**src/rtl/traffic_pkg.sv**
```systemverilog
// Shared types and constants for the two-road intersection controller:
// state encoding, one-hot lamp codes and the per-state phase duration lookup.
package traffic_pkg;

  typedef enum logic [2:0] {
    NS_G     = 3'd0,
    NS_Y     = 3'd1,
    AR_TO_EW = 3'd2,
    EW_G     = 3'd3,
    EW_Y     = 3'd4,
    AR_TO_NS = 3'd5,
    PED      = 3'd6,
    FLASH    = 3'd7
  } state_e;

  localparam logic [2:0] LAMP_R   = 3'b100;
  localparam logic [2:0] LAMP_Y   = 3'b010;
  localparam logic [2:0] LAMP_G   = 3'b001;
  localparam logic [2:0] LAMP_OFF = 3'b000;

  // FLASH loads 0 so its countdown display reads blank/zero.
  function automatic int unsigned dur_of(input state_e      st,
                                         input int unsigned green_t,
                                         input int unsigned yellow_t,
                                         input int unsigned allred_t,
                                         input int unsigned ped_t);
    int unsigned d;
    case (st)
      NS_G, EW_G:         d = green_t;
      NS_Y, EW_Y:         d = yellow_t;
      AR_TO_EW, AR_TO_NS: d = allred_t;
      PED:                d = ped_t;
      FLASH:              d = 32'd0;
      default:            d = 32'd0;
    endcase
    return d;
  endfunction

endpackage

```
**src/rtl/phase_timer.sv**
```systemverilog
// Phase countdown: loads on phase entry, decrements on each tick, and flags
// expiry when a tick arrives with one tick left.
module phase_timer #(
  parameter int CNT_W   = 6,
  parameter int RST_VAL = 2
) (
  input  logic             sys_clk,
  input  logic             sys_rst_p,
  input  logic             load_i,
  input  logic [CNT_W-1:0] load_val_i,
  input  logic             tick_i,
  output logic [CNT_W-1:0] count_o,
  output logic             expire_o
);

  localparam logic [CNT_W-1:0] CNT_ONE  = CNT_W'(1);
  localparam logic [CNT_W-1:0] CNT_ZERO = CNT_W'(0);

  logic [CNT_W-1:0] count_q;
  logic [CNT_W-1:0] count_d;

  // Next count: load wins, zero holds (FLASH) instead of wrapping.
  always_comb begin
    count_d = count_q;
    if (load_i) begin
      count_d = load_val_i;
    end else if (tick_i && (count_q != CNT_ZERO)) begin
      count_d = count_q - CNT_ONE;
    end else begin
      count_d = count_q;
    end
  end

  // Count register.
  always_ff @(posedge sys_clk or posedge sys_rst_p) begin
    if (sys_rst_p) begin
      count_q <= CNT_W'(RST_VAL);
    end else begin
      count_q <= count_d;
    end
  end

  assign count_o  = count_q;
  assign expire_o = tick_i && (count_q == CNT_ONE);

endmodule

```
**src/rtl/traffic_xing_ctrl.sv**
```systemverilog
// Two-road intersection controller with pedestrian walk phase and night
// flashing mode; all lamp/debug outputs are registered alongside the state.
module traffic_xing_ctrl
  import traffic_pkg::*;
#(
  parameter int CNT_W    = 6,
  parameter int GREEN_T  = 20,
  parameter int YELLOW_T = 3,
  parameter int ALLRED_T = 2,
  parameter int PED_T    = 10
) (
  input  logic             sys_clk,
  input  logic             sys_rst_p,
  input  logic             tick_1s,
  input  logic             ped_req,
  input  logic             night_mode,
  output logic [2:0]       ns_light,
  output logic [2:0]       ew_light,
  output logic             ped_walk,
  output logic [CNT_W-1:0] time_left,
  output logic [2:0]       phase
);

  localparam int DUR_MAX = 2 ** CNT_W;

  if (GREEN_T < 1 || GREEN_T >= DUR_MAX || YELLOW_T < 1 || YELLOW_T >= DUR_MAX ||
      ALLRED_T < 1 || ALLRED_T >= DUR_MAX || PED_T < 1 || PED_T >= DUR_MAX) begin : g_bad_dur
    $error("traffic_xing_ctrl: every phase duration must be >=1 and < 2**CNT_W");
  end

  state_e     state_q, state_d;
  logic [2:0] ns_q, ns_d, ew_q, ew_d;
  logic       walk_q, walk_d;
  logic       ped_pending_q, ped_pending_d;
  logic       flash_ph_q, flash_ph_d;
  logic       load_s, expire_s;
  logic [CNT_W-1:0] load_val_s, count_s;

  phase_timer #(.CNT_W(CNT_W), .RST_VAL(ALLRED_T)) u_timer (
    .sys_clk    (sys_clk),
    .sys_rst_p  (sys_rst_p),
    .load_i     (load_s),
    .load_val_i (load_val_s),
    .tick_i     (tick_1s),
    .count_o    (count_s),
    .expire_o   (expire_s)
  );

  // Next state, pedestrian latch, flash phase and registered-output values.
  always_comb begin
    state_d       = state_q;
    ped_pending_d = ped_pending_q | ped_req;
    flash_ph_d    = flash_ph_q;
    ns_d          = LAMP_R;
    ew_d          = LAMP_R;
    walk_d        = 1'b0;
    case (state_q)
      NS_G:     if (expire_s) state_d = NS_Y;     else state_d = state_q;
      NS_Y:     if (expire_s) state_d = AR_TO_EW; else state_d = state_q;
      EW_G:     if (expire_s) state_d = EW_Y;     else state_d = state_q;
      EW_Y:     if (expire_s) state_d = AR_TO_NS; else state_d = state_q;
      AR_TO_EW: begin
        if (expire_s) state_d = night_mode ? FLASH : EW_G;
        else          state_d = state_q;
      end
      // Night mode outranks a pending walk request at the NS clearance exit.
      AR_TO_NS: begin
        if (expire_s) begin
          if (night_mode)         state_d = FLASH;
          else if (ped_pending_q) state_d = PED;
          else                    state_d = NS_G;
        end else begin
          state_d = state_q;
        end
      end
      PED: begin
        ped_pending_d = ped_pending_q;
        if (expire_s) state_d = NS_G; else state_d = state_q;
      end
      FLASH: begin
        if (tick_1s && !night_mode) begin
          state_d    = AR_TO_NS;
          flash_ph_d = 1'b0;
        end else if (tick_1s) begin
          flash_ph_d = ~flash_ph_q;
        end else begin
          flash_ph_d = flash_ph_q;
        end
      end
      default: state_d = AR_TO_NS;
    endcase

    if ((state_d != state_q) && (state_d == PED || state_d == FLASH)) begin
      ped_pending_d = 1'b0;
    end else begin
      ped_pending_d = ped_pending_d;
    end

    case (state_d)
      NS_G:    ns_d = LAMP_G;
      NS_Y:    ns_d = LAMP_Y;
      EW_G:    ew_d = LAMP_G;
      EW_Y:    ew_d = LAMP_Y;
      PED:     walk_d = 1'b1;
      FLASH: begin
        ns_d = flash_ph_d ? LAMP_Y : LAMP_OFF;
        ew_d = flash_ph_d ? LAMP_Y : LAMP_OFF;
      end
      default: begin
        ns_d = LAMP_R;
        ew_d = LAMP_R;
      end
    endcase
  end

  assign load_s     = (state_d != state_q);
  assign load_val_s = CNT_W'(dur_of(state_d, GREEN_T, YELLOW_T, ALLRED_T, PED_T));

  // State and output registers.
  always_ff @(posedge sys_clk or posedge sys_rst_p) begin
    if (sys_rst_p) begin
      state_q       <= AR_TO_NS;
      ns_q          <= LAMP_R;
      ew_q          <= LAMP_R;
      walk_q        <= 1'b0;
      ped_pending_q <= 1'b0;
      flash_ph_q    <= 1'b0;
    end else begin
      state_q       <= state_d;
      ns_q          <= ns_d;
      ew_q          <= ew_d;
      walk_q        <= walk_d;
      ped_pending_q <= ped_pending_d;
      flash_ph_q    <= flash_ph_d;
    end
  end

  assign ns_light  = ns_q;
  assign ew_light  = ew_q;
  assign ped_walk  = walk_q;
  assign time_left = count_s;
  assign phase     = state_q;

endmodule

```
**config.mk**
```make
export PLATFORM = sky130hd
export DESIGN_NAME = traffic_xing_ctrl
export DESIGN_NICKNAME = d
export VERILOG_FILES = /design/src/rtl/traffic_pkg.sv /design/src/rtl/phase_timer.sv /design/src/rtl/traffic_xing_ctrl.sv
export SDC_FILE = /design/constraint.sdc
export NUM_CORES = 1
export LEC_CHECK = 0
export CORE_MARGIN = 1
export CORE_UTILIZATION = 35
export CTS_BUF_LIST = sky130_fd_sc_hd__clkbuf_4 sky130_fd_sc_hd__clkbuf_8
export DETAILED_ROUTE_END_ITERATION = 7
export GPL_ROUTABILITY_DRIVEN = 0
export PLACE_DENSITY_LB_ADDON = 0.25
export SLEW_MARGIN = 20
export SYNTH_ARGS = -nofsm -noshare
export SYNTH_HDL_FRONTEND = slang
export SYNTH_SLANG_ARGS = --single-unit
```
**constraint.sdc**
```tcl
create_clock -name sys_clk -period 2.5 [get_ports sys_clk]
set_input_delay 0.25 -clock sys_clk [delete_from_list [all_inputs] [get_ports sys_clk]]
set_output_delay 0.25 -clock sys_clk [all_outputs]
set_load 0.02 [all_outputs]
```
==> metrics.txt <==
NetSw 764 uW; Tmin final between 2 and 2.5 ns; CP most frequent cell ha_1; Clock Power Share 9.9%; Post-layout nets 143; Layout Cells excl Fill 161; setup ws final 0.162 ns; synth warn 0; CTS HTree Levels 1; sequential area share after synthesis 44.7%; area share of the largest cell type after synthesis 31.8%; HP Class in2async; crit path to u_timer.count_o[2]; CP Launch Type flip-flop; Post-DP HPWL between 1500 and 2000 um; Layout Skew 0.00153 ns; Synth Instances 101; Switching Share 43.0%; Power Density 1290 nW/um2; r2r endpoint u_timer.count_o[2]; slowest CP cell dfstp_2; first-pass GRT wire length 3820 um; Max Fanout on Critical Path 4; flop-to-flop setup slack around 0.16 ns; Crit. End Element flip-flop; slew margin rel. a little over half; Leak 0.000577 uW; crit-path max cell delay 0.57 ns; peak supply drop 0.592 mV; Tightest Pin Transition just under 0.7 ns; routed len/inst 14.2 um; share of layout cells above drive strength 1 between 20% and 30%; Die ar. 3140 um2; gr ovfl total 0; drt total wl 2280 um; TNS Setup 0 ns; fin crit share between 90 and 100%; CTS buffer count 3; Crit Path Category reg2reg; syn nets 113; endpoints failing hold 0; post-place setup slack about 0.0075 ns; multi-input logic area between 500 and 600 um2; vias 823; synthesized area just over 1000 um2; Reg-to-Reg Start u_timer.count_o[1]; final setup violating endpoints 0; hold slack 0.339 ns; root buf cell clkbuf_4; RSZ-0062 raised after global routing no; internal power about 1000 uW; worst skew pair latency roughly 0.29 ns; core footprint 2760 um2; Worst Reg-to-Reg Cells 9; total power 1780 uW; Worst Path Required 2.72 ns; ant diodes 0; vias in the first global route 837; vias per cell 5.11; Netlist cell types 39; die width between 50 and 60 um; placed cells 156; pin count of the biggest net entering global routing 19; 1st-pass router iterations 4; CTS tree built; Flop pwr share 31.0%; CP Data Arrival Time 2.56 ns; syn_area_per_cell 10.1 um2; critical-path cell list inv_1, ha_1, nand2_2, nor2_4, maj3_1, o21ai_4, ha_1, nor3b_4, o21bai_1; number of fill cells 257; combinational share of power 59.0%; Initial DRC Count 17; io pins 21; top post-synthesis cells by area dfrtp_1 32%, dfstp_2 13%, ha_1 8.6%; largest area contributor in the netlist dfrtp_1; Storage cell area approximately 460 um2; Die Span Y 56.0 um; fmax 0.428 GHz; max cap viols 0; Row Count 19; antenna-violating nets left 0; CTS max path bufs 2; number of port buffers 20; drt drc 0; Layout area overhead 34.5%; status finished clean; Sink Count 18; initial antenna violation count 0; Yosys reg bits 18; Slew Viols, Final 0; Total GRT Usage 15.6%; Clock transition at path regs 0.10 ns; Starting Density between 30% and 40%; hold_buf cts 0; Crit. Startpoint u_timer.count_o[1]
==> cell families (layout without fill, tap and decap cells) <==
family / after synthesis / after routing / synth area share (%)
and+or+nand+nor: 30 / 30 / 15.7
adders and majority gates: 8 / 8 / 9.55
buffers and inverters: 14 / 43 / 6.12
AOI/OAI and AO/OA: 22 / 22 / 15.5
muxes: 4 / 4 / 4.16
xor gates and xnor gates: 5 / 5 / 4.28
DFF: 18 / 18 / 44.7
==> layout make-up <==
type | instances | share of cell area, %
repair buffers | 29 | 19.5
inverters | 10 | 2.73
clock buffers | 4 | 2.64
multi-input cells | 69 | 39.1
flip-flops and latches | 18 | 33.2
well taps | 31 | 2.82
==> routing by layer <==
layer	share of wire, %	GRT usage [%]	routed length, um
met1	47	21.6	1080
met2	49	24.5	1110
met3	3.1	2.09	71
met4	0.92	6.27	21
met5	0	0	0
==> synthesized netlist by cell type <==
master     instances
a2111o_1           1
o31ai_1            2
nand2_1            6
o211ai_1           1
o21a_1             3
inv_1              8
o21ai_1            3
o21ai_0            2
xor2_1             4
or4_1              1
nor3b_2            1
mux2i_1            2
nor3_1             1
nor2_2             1
clkinv_1           1
o21a_2             1
a31oi_1            1
buf_2              2
clkbuf_1           1
dfrtp_1           13
nand2b_1           2
dfstp_2            5
and2_1             2
mux2_1             2
xnor2_1            1
o21ai_2            1
nand4_1            1
a21oi_1            3
inv_2              1
o21bai_1           2
nor4b_2            1
maj3_1             1
buf_6              1
a311oi_2           1
nor2_1             9
nand3_1            4
a2111oi_0          1
nor2b_1            1
ha_1               7
==> worst max-delay path, delay by kind of cell (launching register included) <==
| kind | cells | cell delay, ns |
|---|---|---|
| fa+ha+maj | 3 | 0.89 |
| flops | 1 | 0.57 |
| simple gates | 3 | 0.39 |
| compound gates | 2 | 0.33 |
| buf+inv | 1 | 0.08 |
==> power groups by stage <==
stage	clock [uW]	sequential, uW	combinational (uW)
6_report	176	551	1050
5_1_grt	194	566	1160
4_1_cts	186	541	997
3_5_place_dp	0	544	986
3_3_place_gp	0	540	973
2_1_floorplan	0	671	464
==> cell usage in the layout, fill, tap and decap left out, drive strengths merged, types with 5 or more instances in the layout <==
| master | count |
|---|---|
| nand2 | 6 |
| nor2 | 10 |
| buf | 9 |
| ha | 7 |
| dfrtp | 13 |
| inv | 9 |
| o21ai | 6 |
| dfstp | 5 |
| clkdlybuf4s50 | 20 |
==> what timing repair did <==
item	in CTS	in global routing
setup endpoints to repair	2	7
pin swaps	0	1
resized for setup	1	7
cloned	0	0
buffers inserted	0	1
==> sequential cells by signal, summed over array words and instances (netlist names) <==
| register | count |
|---|---|
| u_timer.count_o | 6 |
| ew_light | 3 |
| ns_light | 3 |
| phase | 3 |
| flash_ph_q | 1 |
| ped_pending_q | 1 |
| ped_walk | 1 |
==> worst min path at each step <==
stage,startpoint,endpoint,slack (ns),depth (start not counted)
detailed placement,ped_pending_q,ped_pending_q,0.49,1
finish,sys_rst_p,u_timer.count_o[0],0.34,2
floorplan,sys_rst_p,ew_light[0],0.18,1
CTS,sys_rst_p,u_timer.count_o[0],0.36,2
global route,sys_rst_p,ew_light[0],0.41,2
global placement,ped_pending_q,ped_pending_q,0.49,1
==> through the flow <==
step | utilization (%) | instance area [um2]
after floorplan | - | 1020
after global placement | 47.0 | 1300
after detailed placement | 47.0 | 1300
after CTS | 48.5 | 1340
after global routing | 49.9 | 1380
final | 49.9 | 1380
No activity file was read; power rests on OpenSTA's default activity.
